--- src/rtl/timer_responder.sv ---
// Memory-mapped down-counting timer on the MEM-stage data bus.
// CTRL/PRESET/COUNT registers, combinational read data, interrupt on expiry.
module timer_responder #(
  parameter logic [31:0] RESET_PRESET = 32'h0
) (
  input  logic        clk,
  input  logic        reset,
  input  logic        sel,
  input  logic [3:0]  Addr,
  input  logic        we,
  input  logic [31:0] WData,
  output logic [31:0] RData,
  output logic        IRQ
);

  typedef enum logic [1:0] {StIdle, StLoad, StCnt, StInt} state_e;

  localparam logic [1:0] RegCtrl   = 2'd0;
  localparam logic [1:0] RegPreset = 2'd1;
  localparam logic [1:0] RegCount  = 2'd2;

  state_e      state_q, state_d;
  logic [3:0]  ctrl_q, ctrl_d;
  logic [31:0] preset_q, preset_d;
  logic [31:0] count_q, count_d;
  logic        irq_pending_q, irq_pending_d;

  logic wr_ctrl, wr_preset;
  logic ctrl_en, ctrl_auto;

  // Byte offset within a word carries no meaning here.
  logic unused_addr;
  assign unused_addr = ^Addr[1:0];

  assign wr_ctrl   = sel && we && (Addr[3:2] == RegCtrl);
  assign wr_preset = sel && we && (Addr[3:2] == RegPreset);
  assign ctrl_en   = ctrl_q[0];
  assign ctrl_auto = (ctrl_q[2:1] == 2'b01);

  // Zero-latency read mux, independent of sel/we.
  always_comb begin
    RData = 32'h0;
    unique case (Addr[3:2])
      RegCtrl:   RData = {28'h0, ctrl_q};
      RegPreset: RData = preset_q;
      RegCount:  RData = count_q;
      default:   RData = 32'h0;
    endcase
  end

  assign IRQ = irq_pending_q && ctrl_q[3];

  // Next-state: bus writes are applied first, then FSM effects layered on top
  // so that the expiry set of irq_pending beats a same-edge bus clear, while a
  // bus write to CTRL is reapplied last so it beats the one-shot EN clear.
  always_comb begin
    state_d       = state_q;
    ctrl_d        = ctrl_q;
    preset_d      = preset_q;
    count_d       = count_q;
    irq_pending_d = irq_pending_q;

    if (wr_preset) preset_d = WData;
    if (wr_ctrl || wr_preset) irq_pending_d = 1'b0;

    unique case (state_q)
      StIdle: begin
        if (ctrl_en) state_d = StLoad;
      end
      StLoad: begin
        count_d = preset_q;
        state_d = StCnt;
      end
      StCnt: begin
        if (!ctrl_en) begin
          state_d = StIdle;
        end else if (count_q > 32'd1) begin
          count_d = count_q - 32'd1;
        end else begin
          count_d       = 32'h0;
          irq_pending_d = 1'b1;
          state_d       = StInt;
        end
      end
      StInt: begin
        if (ctrl_auto) begin
          irq_pending_d = 1'b0;
          state_d       = StLoad;
        end else begin
          ctrl_d[0] = 1'b0;
          state_d   = StIdle;
        end
      end
      default: state_d = StIdle;
    endcase

    if (wr_ctrl) ctrl_d = WData[3:0];
  end

  // State registers with synchronous reset overriding any bus write.
  always_ff @(posedge clk) begin
    if (reset) begin
      state_q       <= StIdle;
      ctrl_q        <= 4'h0;
      preset_q      <= RESET_PRESET;
      count_q       <= 32'h0;
      irq_pending_q <= 1'b0;
    end else begin
      state_q       <= state_d;
      ctrl_q        <= ctrl_d;
      preset_q      <= preset_d;
      count_q       <= count_d;
      irq_pending_q <= irq_pending_d;
    end
  end

endmodule

--- config.mk ---
export PLATFORM = sky130hd
export DESIGN_NAME = timer_responder
export DESIGN_NICKNAME = d
export VERILOG_FILES = /design/src/rtl/timer_responder.sv
export SDC_FILE = /design/constraint.sdc
export NUM_CORES = 1
export LEC_CHECK = 0
export CAP_MARGIN = 15
export CORE_MARGIN = 4
export CORE_UTILIZATION = 53
export CTS_BUF_LIST = sky130_fd_sc_hd__clkbuf_16
export CTS_CLUSTER_DIAMETER = 40
export DETAILED_ROUTE_END_ITERATION = 8
export PLACE_DENSITY = 0.81
export SYNTH_ARGS = -nofsm -noshare
export SYNTH_HDL_FRONTEND = slang
export SYNTH_SLANG_ARGS = --single-unit
--- constraint.sdc ---
create_clock -name clk -period 2.8 [get_ports clk]
set_input_delay 0.56 -clock clk [delete_from_list [all_inputs] [get_ports clk]]
set_output_delay 0.56 -clock clk [all_outputs]
set_load 0.01 [all_outputs]
Word-level counts from Yosys, hierarchy flattened
Cells that the tools add are included.
{"block": "op_classes", "muxes": 17, "n_reduce_logical": 12, "n_eq_ne": 10, "n_bitwise": 0, "shifts": 0, "n_div": 0, "n_lt_le_gt_ge": 1, "n_addsub": 1, "mul": 0}
{"op": "32-bit one-hot mux with 3 select lines", "n": 1}
{"op": "32-bit two-way mux", "n": 2}
{"op": "32-bit one-hot mux with 2 select lines", "n": 1}
{"op": "32-bit by 1-bit > comparator with 1-bit output, second input constant", "n": 1}
{"op": "32-bit by 1-bit subtractor with 32-bit output, second input constant", "n": 1}
{"op": "1-bit two-way mux", "n": 8}
{"op": "2-bit one-hot mux with 4 select lines", "n": 1}
{"op": "2-bit by 1-bit == test with 1-bit output, second input constant", "n": 3}
{"op": "2-bit == test, second input constant", "n": 3}
{"op": "2-bit two-way mux", "n": 3}
{"op": "2-bit inequality test, second input constant", "n": 3}
{"op": "2-bit AND reduction", "n": 3}
{"op": "1-bit logical AND", "n": 4}
{"op": "2-bit logical NOT", "n": 2}
{"op": "2-bit nonzero test", "n": 2}
{"op": "3-bit inequality test, second input constant", "n": 1}
{"op": "1-bit one-hot mux with 2 select lines", "n": 1}
{"op": "1-bit logical OR", "n": 1}
{"block": "totals", "elab_cells": 47, "inputBits": 40, "mem_bits_ro": 0, "register_bits": 71, "latch_bits": 0, "out_inout_bits": 33, "ramBits": 0, "memories": 0}

Longest topological paths before layout
Gate-level depths: netlist of the first run.
{"block": "depth", "depth_word": 7, "depth_mapped": 8}

Worst setup path after synthesis of the first run
Ideal clock, no wire load.
{"block": "synth_path", "path_type": "input-to-output", "startpoint": "input Addr[3]", "endpoint": "output RData[10]", "arrival_time_ps": 1780, "path_slack_ps": 460, "path_stages": 5, "n_path_buf": 3, "path_cell_list": "clkbuf_1 nor2b_1 clkbuf_1 clkbuf_1 a22o_1"}
{"block": "synth_via", "elab_chain_cells": 2, "elab_cells_between_ends": 4, "classes_between": "eq/ne (2); mux (1); reduce/logical (1)"}
{"element": "from (decl)", "line_no": "9", "source": "input logic [3:0] Addr,"}
{"element": "2-bit == test, or another cell as far along", "line_no": "43", "source": "unique case (Addr[3:2])"}
{"element": "32-bit one-hot mux with 3 select lines *", "line_no": "43"}
{"element": "to (decl)", "line_no": "12", "source": "output logic [31:0] RData,"}
Mark *: on every way between the ends. The rest lies on a longest branch, timed or not.

Worst setup path in the final report of the first run
{"block": "layout_path", "startpoint": "input Addr[3]", "endpoint": "output RData[29]"}
Same word-level chain as after synthesis.

==> results of run 1 <==
-- routing by layer --
metal,up-vias,track usage (%)
li1,1997,-
met1,2037,33.9
met2,179,45.1
met3,23,5.37
met4,0,9.39
met5,-,0
-- per-stage QoR --
step / std cells / instance area [um^2] / hold WS, ps
floorplan: 510 / 3940 / 446
global placement: 659 / 4760 / 460
detailed placement: 659 / 4760 / 464
CTS: 675 / 5070 / 471
global route: 675 / 5070 / 502
finish: 675 / 5070 / 470
-- power by group --
part	internal [W]	switching [W]	total, W	leakage [nW]
clock	0.000765	0.000424	0.00119	0.157
combinational	0.000131	0.000167	0.000298	1.18
sequential	0.00103	0.0000209	0.00105	0.574
total	0.00193	0.000612	0.00254	1.91
-- state kept, by name, indices dropped and copies added (netlist names) --
register,cells
count_q,32
preset_q,32
ctrl_q,4
state_q,2
irq_pending_q,1
-- critical path: stages --
cell	delay (ps)
sky130_fd_sc_hd__clkdlybuf4s50_1	450
sky130_fd_sc_hd__buf_4	180
sky130_fd_sc_hd__nor2b_4	140
sky130_fd_sc_hd__buf_6	200
sky130_fd_sc_hd__a22o_1	190
sky130_fd_sc_hd__clkdlybuf4s50_1	540
-- cell type report --
cell class / count / area [um^2] / area share (%)
clock inverters: 7 / 80.1 / 1.58
inverters: 7 / 26.3 / 0.518
flip-flops and latches: 71 / 1420 / 28.0
multi-input cells: 390 / 2330 / 46.0
clock buffers: 9 / 225 / 4.44
repair buffers: 92 / 866 / 17.1
well taps: 99 / 124 / 2.44
-- Yosys cell counts, drive strengths merged, types with 8 or more instances --
| cell type | number | area (um^2) |
|---|---|---|
| nand2 | 94 | 353 |
| dfxtp | 71 | 1420 |
| o21a | 10 | 75.1 |
| nand3 | 8 | 45.0 |
| a21oi | 59 | 295 |
| nor4 | 13 | 115 |
| clkbuf | 35 | 131 |
| nor2 | 25 | 93.8 |
| a211oi | 17 | 128 |
| a22o | 28 | 245 |
| o21ai | 39 | 195 |
| nor3 | 13 | 70.1 |
-- path summary, 6_finish.rpt --
| kind | from | to | cells after the start |
|---|---|---|---|
| hold reg to reg | preset_q[8]$_SDFFE_PP0P_ | preset_q[8]$_SDFFE_PP0P_ | 2 |
| setup reg to reg | count_q[4]$_SDFFE_PP0P_ | count_q[14]$_SDFFE_PP0P_ | 5 |
| hold / removal | preset_q[8]$_SDFFE_PP0P_ | preset_q[8]$_SDFFE_PP0P_ | 2 |
| setup / recovery | Addr[3] | RData[29] | 6 |
-- cells by family (layout without fill, tap and decap cells) --
group | after synthesis | count (layout) | synth area share (%)
compound gates | 191 | 191 | 32.8
simple gates | 187 | 187 | 23.0
flops | 71 | 71 | 36.1
buf+inv | 49 | 115 | 5.05
mux | 7 | 7 | 1.78
xor+xnor | 3 | 3 | 0.667
fa+ha+maj | 2 | 2 | 0.635
-- what timing repair did --
item                                   4_1_cts  5_1_grt
resized for setup                            7        1
endpoints found under the hold margin        0        0
setup endpoints to repair                   32       28
setup buffers                                0        0
==> impl_metrics.prom, run 1 <==
# TYPE chip_impl_metric gauge
chip_impl_metric{name="post-route-period-util",unit="%"} 101
chip_impl_metric{name="route.detailed.drc",unit=""} 0
chip_impl_metric{name="maxCapViolations",unit=""} 0
chip_impl_info{name="highest-signal-layer",value="met4"} 1
chip_impl_info{name="rsz0062_at_grt",value="yes"} 1
chip_impl_info{name="hp-class",value="reg -> reg"} 1
chip_impl_metric{name="synthesis.area_per_instance",unit="um^2"} 7.73
chip_impl_metric{name="drive_above_1_share",unit="%"} 8.85
chip_impl_metric{name="drt.antenna.violating_nets",unit=""} 0
chip_impl_info{name="most-common-layout-cells",value="sky130_fd_sc_hd__nand2_1, sky130_fd_sc_hd__dfxtp_1, sky130_fd_sc_hd__clkdlybuf4s50_1, sky130_fd_sc_hd__a21oi_1, sky130_fd_sc_hd__o21ai_0"} 1
chip_impl_metric{name="floorplan.die.height",unit="um"} 94.3
chip_impl_metric{name="port_buffers",unit=""} 70
chip_impl_metric{name="post_synth_edffs",unit=""} 0
chip_impl_metric{name="p_per_area",unit="nW/um^2"} 500
chip_impl_metric{name="setup_slack",unit="ps"} -27.4
chip_impl_metric{name="post_synth_design_cell_area",unit="um^2"} 3940
chip_impl_metric{name="synth-seq-area-share",unit="%"} 36.1
chip_impl_metric{name="core_area",unit="um^2"} 7250
chip_impl_metric{name="postSynth.asyncResetShare",unit="%"} 0
chip_impl_info{name="worst_setup_path_end_kind",value="primary output"} 1
chip_impl_metric{name="worst-slew-pin-transition",unit="ps"} 672
chip_impl_info{name="critical_path.startpoint_type",value="primary input"} 1
chip_impl_info{name="failed_checks",value="setup timing"} 1
chip_impl_metric{name="vias_in_the_first_global_route",unit=""} 4088
chip_impl_metric{name="finalPower",unit="W"} 0.00254
chip_impl_metric{name="syn_inst",unit=""} 510
chip_impl_metric{name="number_of_placement_rows",unit=""} 31
chip_impl_info{name="cts.root.buffer_cell",value="sky130_fd_sc_hd__clkbuf_16"} 1
chip_impl_metric{name="clock_skew",unit="ps"} 4.82
chip_impl_metric{name="rel_slew_slack",unit="%"} 55.2
chip_impl_metric{name="num-nets-final",unit=""} 613
chip_impl_metric{name="mappedNetlistNets",unit=""} 552
chip_impl_info{name="outcome",value="complete, but fails checks"} 1
chip_impl_metric{name="detailroute.via_count",unit=""} 4236
chip_impl_info{name="cts_tree",value="built"} 1
chip_impl_metric{name="vdd.ir_drop.worst",unit="uV"} 327
chip_impl_metric{name="first_pass_grt_wire_length",unit="um"} 19300
chip_impl_metric{name="final_routed_wirelength",unit="um"} 11500
chip_impl_metric{name="worst_ep_arrival_time",unit="ps"} 2270
chip_impl_metric{name="met3_wirelength",unit="um"} 833
chip_impl_metric{name="first_iter_violations",unit=""} 295
chip_impl_metric{name="finalCoreUtilization",unit="%"} 70.0
chip_impl_metric{name="cts.clk_slew.worst_paths",unit="ps"} 50
chip_impl_metric{name="clock_sinks",unit=""} 71
chip_impl_metric{name="routed_wire_length_per_instance",unit="um"} 17.0
chip_impl_metric{name="grt_start_max_net_pins",unit=""} 35
chip_impl_metric{name="max_slew_vio_count",unit=""} 0
chip_impl_metric{name="met2_length",unit="um"} 5600
chip_impl_metric{name="place_worst_setup_slack",unit="ps"} -62.3
chip_impl_metric{name="m1WireLength",unit="um"} 4850
chip_impl_metric{name="cts.hold.buffers_added",unit=""} 0
chip_impl_metric{name="ff2ff_setup_slack",unit="ps"} 440
chip_impl_metric{name="required",unit="ps"} 2240
chip_impl_metric{name="leakage",unit="nW"} 1.91
chip_impl_metric{name="grt-ovfl-total",unit=""} 0
chip_impl_metric{name="iteration_count_of_the_initial_detailed_routing_pass",unit=""} 5
chip_impl_metric{name="synth_cell_type_count",unit=""} 49
chip_impl_metric{name="yosys_register_bits",unit=""} 71
chip_impl_info{name="worst_setup_path_category",value="in -> out"} 1
chip_impl_metric{name="antenna_found_initial",unit=""} 0
chip_impl_metric{name="diodes",unit=""} 0
chip_impl_metric{name="worstSkewPairLatency",unit="ps"} 330
chip_impl_metric{name="final-setup-viol-count",unit=""} 7
chip_impl_metric{name="hpwlAfterDp",unit="um"} 7670
chip_impl_metric{name="tritoncts.num_buffers",unit=""} 9
chip_impl_metric{name="max_clock_freq",unit="MHz"} 354
chip_impl_metric{name="syn_to_final_growth",unit="%"} 28.7
chip_impl_metric{name="overall_global_routing_usage",unit="%"} 26.8
chip_impl_metric{name="final-hold-violation-count",unit=""} 0
chip_impl_metric{name="detail_route.vias_per_cell",unit=""} 6.28
chip_impl_metric{name="clk_path_buf_depth",unit=""} 2
chip_impl_metric{name="yosys_warn_count",unit=""} 0
chip_impl_metric{name="final.min_clock_period",unit="ps"} 2830
chip_impl_metric{name="design.die.area",unit="um^2"} 8880
chip_impl_metric{name="fill_cell_count",unit=""} 582
chip_impl_metric{name="design.portCount",unit=""} 73
chip_impl_metric{name="chipWidth",unit="um"} 94.3
chip_impl_info{name="dominantRegCellSynth",value="sky130_fd_sc_hd__dfxtp_1"} 1
chip_impl_info{name="most_common_cell_after_layout_fill_and_taps_aside",value="sky130_fd_sc_hd__nand2_1"} 1
chip_impl_metric{name="htreeDepth",unit=""} 3
chip_impl_metric{name="timing.critical_path.fanout_max",unit=""} 19
chip_impl_metric{name="gp_routability_congestion",unit=""} 0.879
chip_impl_metric{name="initial_utilization",unit="%"} 54.4
chip_impl_metric{name="setup_total_negative_slack",unit="ps"} -66.3
(Power assumes the default switching activity.)
==> run 2: changes to the inputs <==
SETUP_SLACK_MARGIN = 0.5   (was default)
==> run 2 against run 1 <==
The run now ends clean. Register-to-register slack hardly changed. Die area stayed put. Worst hold slack better by 0.76 ps. Via count increased by 1.6%.
==> impl_metrics.prom, run 2 (synthesis gave the netlist of run 1 again) <==
# TYPE chip_impl_metric gauge
chip_impl_metric{name="drive_above_1_share",unit="%"} 15.8
chip_impl_metric{name="detail_route.vias_per_cell",unit=""} 6.26
chip_impl_metric{name="worst-slew-pin-transition",unit="ps"} 691
chip_impl_metric{name="initial_utilization",unit="%"} 54.4
chip_impl_metric{name="final-hold-violation-count",unit=""} 0
chip_impl_metric{name="first_pass_grt_wire_length",unit="um"} 19600
chip_impl_info{name="cts_tree",value="built"} 1
chip_impl_metric{name="core_area",unit="um^2"} 7250
chip_impl_metric{name="cts.clk_slew.worst_paths",unit="ps"} 60
chip_impl_metric{name="maxCapViolations",unit=""} 0
chip_impl_metric{name="syn_to_final_growth",unit="%"} 31.8
chip_impl_info{name="rsz0062_at_grt",value="yes"} 1
chip_impl_metric{name="clock_sinks",unit=""} 71
chip_impl_metric{name="tritoncts.num_buffers",unit=""} 9
chip_impl_metric{name="design.die.area",unit="um^2"} 8880
chip_impl_metric{name="final.min_clock_period",unit="ps"} 2350
chip_impl_info{name="most-common-layout-cells",value="sky130_fd_sc_hd__nand2_1, sky130_fd_sc_hd__dfxtp_1, sky130_fd_sc_hd__a21oi_1, sky130_fd_sc_hd__o21ai_0, sky130_fd_sc_hd__clkdlybuf4s50_1"} 1
chip_impl_info{name="worst_setup_path_category",value="reg -> reg"} 1
chip_impl_metric{name="port_buffers",unit=""} 70
chip_impl_metric{name="grt_start_max_net_pins",unit=""} 35
chip_impl_info{name="cts.root.buffer_cell",value="sky130_fd_sc_hd__clkbuf_16"} 1
chip_impl_info{name="largestRegisters",value="count_q x32, preset_q x32, ctrl_q x4"} 1
chip_impl_metric{name="route.detailed.drc",unit=""} 0
chip_impl_metric{name="number_of_placement_rows",unit=""} 31
chip_impl_metric{name="finalPower",unit="W"} 0.00257
chip_impl_metric{name="post-route-period-util",unit="%"} 84.0
chip_impl_metric{name="first_iter_violations",unit=""} 314
chip_impl_metric{name="cts.hold.buffers_added",unit=""} 0
chip_impl_metric{name="fin_hold_ws",unit="ps"} 471
chip_impl_info{name="most_common_cell_after_layout_fill_and_taps_aside",value="sky130_fd_sc_hd__nand2_1"} 1
chip_impl_metric{name="clk_path_buf_depth",unit=""} 2
chip_impl_metric{name="vdd.ir_drop.worst",unit="uV"} 327
chip_impl_metric{name="clock_skew",unit="ps"} 4.96
chip_impl_metric{name="vias_in_the_first_global_route",unit=""} 4139
chip_impl_metric{name="worst_ep_arrival_time",unit="ps"} 2560
chip_impl_metric{name="detailroute.via_count",unit=""} 4302
chip_impl_metric{name="num-nets-final",unit=""} 625
chip_impl_metric{name="setup_total_negative_slack",unit="ps"} 0
chip_impl_metric{name="leakage",unit="nW"} 2.03
chip_impl_metric{name="antenna_found_initial",unit=""} 0
chip_impl_info{name="worst_setup_path_end_kind",value="flip-flop"} 1
chip_impl_metric{name="rel_slew_slack",unit="%"} 53.9
chip_impl_metric{name="required",unit="ps"} 3010
chip_impl_metric{name="finalCoreUtilization",unit="%"} 71.6
chip_impl_metric{name="max_slew_vio_count",unit=""} 0
chip_impl_metric{name="floorplan.die.height",unit="um"} 94.3
chip_impl_info{name="hp-class",value="reg -> reg"} 1
chip_impl_metric{name="final-setup-viol-count",unit=""} 0
chip_impl_metric{name="p_per_area",unit="nW/um^2"} 495
chip_impl_metric{name="worstSkewPairLatency",unit="ps"} 330
chip_impl_metric{name="max_clock_freq",unit="MHz"} 425
chip_impl_metric{name="gp_routability_congestion",unit=""} 0.879
chip_impl_info{name="critical_path.startpoint_type",value="flip-flop"} 1
chip_impl_metric{name="grt-ovfl-total",unit=""} 0
chip_impl_info{name="outcome",value="finished clean"} 1
chip_impl_metric{name="iteration_count_of_the_initial_detailed_routing_pass",unit=""} 5
chip_impl_metric{name="drt.antenna.violating_nets",unit=""} 0
chip_impl_metric{name="overall_global_routing_usage",unit="%"} 27.4
chip_impl_metric{name="hpwlAfterDp",unit="um"} 7670
chip_impl_metric{name="routed_wire_length_per_instance",unit="um"} 17.4
chip_impl_metric{name="design.portCount",unit=""} 73
chip_impl_metric{name="chipWidth",unit="um"} 94.3
chip_impl_metric{name="htreeDepth",unit=""} 3
chip_impl_metric{name="timing.critical_path.fanout_max",unit=""} 13
chip_impl_metric{name="diodes",unit=""} 0
chip_impl_metric{name="final_routed_wirelength",unit="um"} 12000
[run 2: changes by cell type in the layout (fill, tap and decap cells not counted), sizes merged]
cell and delta:
dlygate4sd2 +3, dlymetal6s2s -1, clkdlybuf4s50 -29, buf +23, clkdlybuf4s15 +13, clkbuf +3
[run 2: worst paths after layout]
check                      startpoint  cells past startpoint                        to  slack (ps)
max reg2reg   count_q[4]$_SDFFE_PP0P_                      5  count_q[29]$_SDFFE_PP0P_         450
min          preset_q[8]$_SDFFE_PP0P_                      2  preset_q[8]$_SDFFE_PP0P_         470
min reg2reg  preset_q[8]$_SDFFE_PP0P_                      2  preset_q[8]$_SDFFE_PP0P_         470
max           count_q[4]$_SDFFE_PP0P_                      5  count_q[29]$_SDFFE_PP0P_         450
[run 2: timing repair]
action	4_1_cts	5_1_grt
pin swaps	0	1
setup endpoints to repair	34	37
resized for setup	96	19
setup buffers	10	2
[run 2: layout make-up]
type | count | area (um^2)
clock buffers | 9 | 225
clock inverters | 7 | 80.1
fillers | 563 | 2060
inverters | 7 | 26.3
multi-input cells | 390 | 2380
flip-flops and latches | 71 | 1420
well taps | 99 | 124
repair buffers | 104 | 943
[run 2: routing by layer]
layer	vias to the layer above	GRT usage [%]	wire length [um]
met5	-	0	0
met4	0	9.03	277
met3	30	5.61	889
met2	194	46.2	5810
met1	2059	34.8	5000
li1	2019	-	-
[run 2: worst max-delay path, stage by stage (launching register included)]
cell and delay (ps):
sky130_fd_sc_hd__dfxtp_1 390, sky130_fd_sc_hd__nor4_2 610, sky130_fd_sc_hd__nand2_2 340, sky130_fd_sc_hd__nor2_1 350, sky130_fd_sc_hd__nand3_1 170, sky130_fd_sc_hd__a221oi_1 380
[run 2: metrics by stage]
step	worst slack [ps]	cells	cell area (um^2)
3_5_place_dp	-62.3	659	4760
3_3_place_gp	-27.2	659	4760
4_1_cts	512	685	5160
6_report	449	687	5200
2_1_floorplan	460	510	3940
5_1_grt	352	687	5200
[run 2: power breakdown]
group	internal [W]	switching [W]	total [W]
combinational	0.000150	0.000179	0.000329
sequential	0.00103	0.0000214	0.00105
clock	0.000766	0.000428	0.00119
==> run 3: changes to the inputs <==
clock period = 2.5 ns   (was 2.8 ns; I/O delays follow)
==> run 3 against run 2 <==
The run now ends with DRC left. Combinational power rose by 29%. Via count barely moved. Cell count rose by 1.5%. Flip-flop and latch count did not move. Wire length rose by 4.6%. Critical path depth rose by 2. Critical path type unchanged.
==> impl_metrics.prom, run 3 (synthesis gave the netlist of run 1 again) <==
# TYPE chip_impl_metric gauge
chip_impl_info{name="outcome",value="complete, but fails checks"} 1
chip_impl_info{name="failed_checks",value="DRC"} 1
chip_impl_metric{name="fin_hold_ws",unit="ps"} 473
chip_impl_metric{name="timing.critical_path.fanout_max",unit=""} 10
chip_impl_metric{name="cts.clk_slew.worst_paths",unit="ps"} 60
chip_impl_metric{name="required",unit="ps"} 2730
chip_impl_info{name="most-common-layout-cells",value="sky130_fd_sc_hd__nand2_1, sky130_fd_sc_hd__dfxtp_1, sky130_fd_sc_hd__a21oi_1, sky130_fd_sc_hd__o21ai_0, sky130_fd_sc_hd__clkdlybuf4s50_1"} 1
chip_impl_metric{name="cts.hold.buffers_added",unit=""} 0
chip_impl_metric{name="gp_routability_congestion",unit=""} 0.912
chip_impl_info{name="worst_setup_path_end_kind",value="flip-flop"} 1
chip_impl_info{name="most_common_cell_after_layout_fill_and_taps_aside",value="sky130_fd_sc_hd__nand2_1"} 1
chip_impl_metric{name="overall_global_routing_usage",unit="%"} 27.3
chip_impl_metric{name="number_of_placement_rows",unit=""} 31
chip_impl_info{name="worst_hold_startpoint",value="preset_q[7]$_SDFFE_PP0P_"} 1
chip_impl_metric{name="routed_wire_length_per_instance",unit="um"} 18.0
chip_impl_metric{name="final-setup-viol-count",unit=""} 0
chip_impl_metric{name="vias_in_the_first_global_route",unit=""} 4130
chip_impl_metric{name="vdd.ir_drop.worst",unit="uV"} 368
chip_impl_metric{name="max_slew_vio_count",unit=""} 0
chip_impl_metric{name="core_area",unit="um^2"} 7250
chip_impl_metric{name="first_pass_grt_wire_length",unit="um"} 19300
chip_impl_metric{name="design.die.area",unit="um^2"} 8880
chip_impl_info{name="critical_path.startpoint_type",value="flip-flop"} 1
chip_impl_info{name="rr_endpoint",value="count_q[31]$_SDFFE_PP0P_"} 1
chip_impl_metric{name="drive_above_1_share",unit="%"} 20.7
chip_impl_metric{name="drt.antenna.violating_nets",unit=""} 0
chip_impl_metric{name="floorplan.die.height",unit="um"} 94.3
chip_impl_metric{name="rel_slew_slack",unit="%"} 68.5
chip_impl_metric{name="design.portCount",unit=""} 73
chip_impl_info{name="cts.root.buffer_cell",value="sky130_fd_sc_hd__clkbuf_16"} 1
chip_impl_info{name="largestRegisters",value="count_q x32, preset_q x32, ctrl_q x4"} 1
chip_impl_metric{name="tritoncts.num_buffers",unit=""} 9
chip_impl_metric{name="final.min_clock_period",unit="ps"} 1990
chip_impl_metric{name="p_per_area",unit="nW/um^2"} 505
chip_impl_metric{name="postLayoutCellArea",unit="um^2"} 5380
chip_impl_metric{name="clock_sinks",unit=""} 71
chip_impl_metric{name="iteration_count_of_the_initial_detailed_routing_pass",unit=""} 7
chip_impl_metric{name="place_worst_setup_slack",unit="ps"} -319
chip_impl_metric{name="leakage",unit="nW"} 2.11
chip_impl_metric{name="initial_utilization",unit="%"} 54.4
chip_impl_metric{name="route.detailed.drc",unit=""} 1
chip_impl_metric{name="worstSkewPairLatency",unit="ps"} 330
chip_impl_metric{name="clock_skew",unit="ps"} 7.58
chip_impl_metric{name="hpwlAfterDp",unit="um"} 8040
chip_impl_metric{name="grt_start_max_net_pins",unit=""} 33
chip_impl_metric{name="clk_path_buf_depth",unit=""} 2
chip_impl_metric{name="worst_ep_arrival_time",unit="ps"} 2220
chip_impl_metric{name="maxCapViolations",unit=""} 0
chip_impl_info{name="hp-class",value="reg -> reg"} 1
chip_impl_metric{name="ff2ff_setup_slack",unit="ps"} 510
chip_impl_metric{name="htreeDepth",unit=""} 3
chip_impl_metric{name="finalCoreUtilization",unit="%"} 74.1
chip_impl_metric{name="placement.cell_area",unit="um^2"} 4820
chip_impl_info{name="rsz0062_at_grt",value="yes"} 1
chip_impl_metric{name="antenna_found_initial",unit=""} 0
chip_impl_metric{name="post-route-period-util",unit="%"} 79.7
chip_impl_metric{name="worst_hold_depth",unit=""} 2
chip_impl_info{name="worst_setup_path_category",value="reg -> reg"} 1
chip_impl_metric{name="final_routed_wirelength",unit="um"} 12500
chip_impl_metric{name="chipWidth",unit="um"} 94.3
chip_impl_metric{name="worst_r2r_path_depth",unit=""} 7
chip_impl_metric{name="syn_to_final_growth",unit="%"} 36.4
chip_impl_metric{name="detailroute.via_count",unit=""} 4304
chip_impl_metric{name="port_buffers",unit=""} 70
chip_impl_metric{name="worst-slew-pin-transition",unit="ps"} 472
chip_impl_metric{name="detail_route.vias_per_cell",unit=""} 6.18
chip_impl_info{name="cts_tree",value="built"} 1
chip_impl_metric{name="num-nets-final",unit=""} 637
chip_impl_info{name="timing.rr.start",value="count_q[8]$_SDFFE_PP0P_"} 1
chip_impl_metric{name="first_iter_violations",unit=""} 259
chip_impl_metric{name="max_clock_freq",unit="MHz"} 502
chip_impl_metric{name="setup_slack",unit="ps"} 507
chip_impl_metric{name="final-hold-violation-count",unit=""} 0
chip_impl_info{name="whs_endpoint",value="preset_q[7]$_SDFFE_PP0P_"} 1
chip_impl_metric{name="grt-ovfl-total",unit=""} 0
chip_impl_metric{name="diodes",unit=""} 0
## run 3: cell types whose count changed in the layout (fill, tap and decap cells not counted), sizes merged, moves of 2 or more
cell,change
clkinvlp,+2
dlygate4sd2,-6
buf,+18
bufinv,-2
## run 3: cell type report
type | count | area [um^2]
multi-input combinational | 390 | 2500
fill | 531 | 1880
sequential | 71 | 1450
timing repair buffer | 116 | 1020
clock buffer | 9 | 225
tap | 99 | 124
clock inverter | 5 | 28.8
inverter | 7 | 26.3
## run 3: worst max path at each step
stage	startpoint	end	slack, ps	cells after the start
3_5_place_dp	Addr[2]	RData[21]	-320	5
2_1_floorplan	count_q[20]$_SDFFE_PP0P_	count_q[22]$_SDFFE_PP0P_	530	7
5_1_grt	count_q[8]$_SDFFE_PP0P_	count_q[26]$_SDFFE_PP0P_	430	8
4_1_cts	Addr[2]	RData[24]	400	7
3_3_place_gp	Addr[2]	RData[29]	-250	5
6_report	count_q[8]$_SDFFE_PP0P_	count_q[31]$_SDFFE_PP0P_	510	7
## run 3: critical path, cell delays in order, from the launching register on
cell                       delay (ps)
sky130_fd_sc_hd__dfxtp_4          370
sky130_fd_sc_hd__nor4_4           370
sky130_fd_sc_hd__nand3_2          150
sky130_fd_sc_hd__buf_8            150
sky130_fd_sc_hd__buf_4            180
sky130_fd_sc_hd__nor2_2           270
sky130_fd_sc_hd__nand3_1          140
sky130_fd_sc_hd__a221oi_1         260
## run 3: per-stage QoR
step,std cells,total power [W],TNS [ps]
global placement,665,0.00153,-6940
global route,697,0.00281,0
detailed placement,665,0.00153,-8670
CTS,691,0.00266,0
floorplan,510,0.00139,0
finish,697,0.00271,0
## run 3: metal layers
| metal | vias up | track usage [%] | share of wire [%] |
|---|---|---|---|
| met2 | 192 | 45.4 | 50 |
| met3 | 22 | 6.81 | 7.7 |
| li1 | 2039 | - | - |
| met1 | 2051 | 32.9 | 41 |
| met4 | 0 | 12.8 | 1.4 |
| met5 | - | 0 | 0 |
## run 3: what timing repair did
action | in CTS | in global routing
gates cloned | 1 | 1
hold endpoints to repair | 0 | 0
setup buffers | 11 | 5
setup endpoints to repair | 58 | 61
pin swaps | 4 | 19
resized for setup | 106 | 63
## run 3: report_power, final
group	internal (W)	switching, W	total [W]	leakage, nW
registers	0.00115	0.0000264	0.00117	0.580
clock network	0.000652	0.000462	0.00111	0.124
logic	0.000203	0.000223	0.000426	1.41
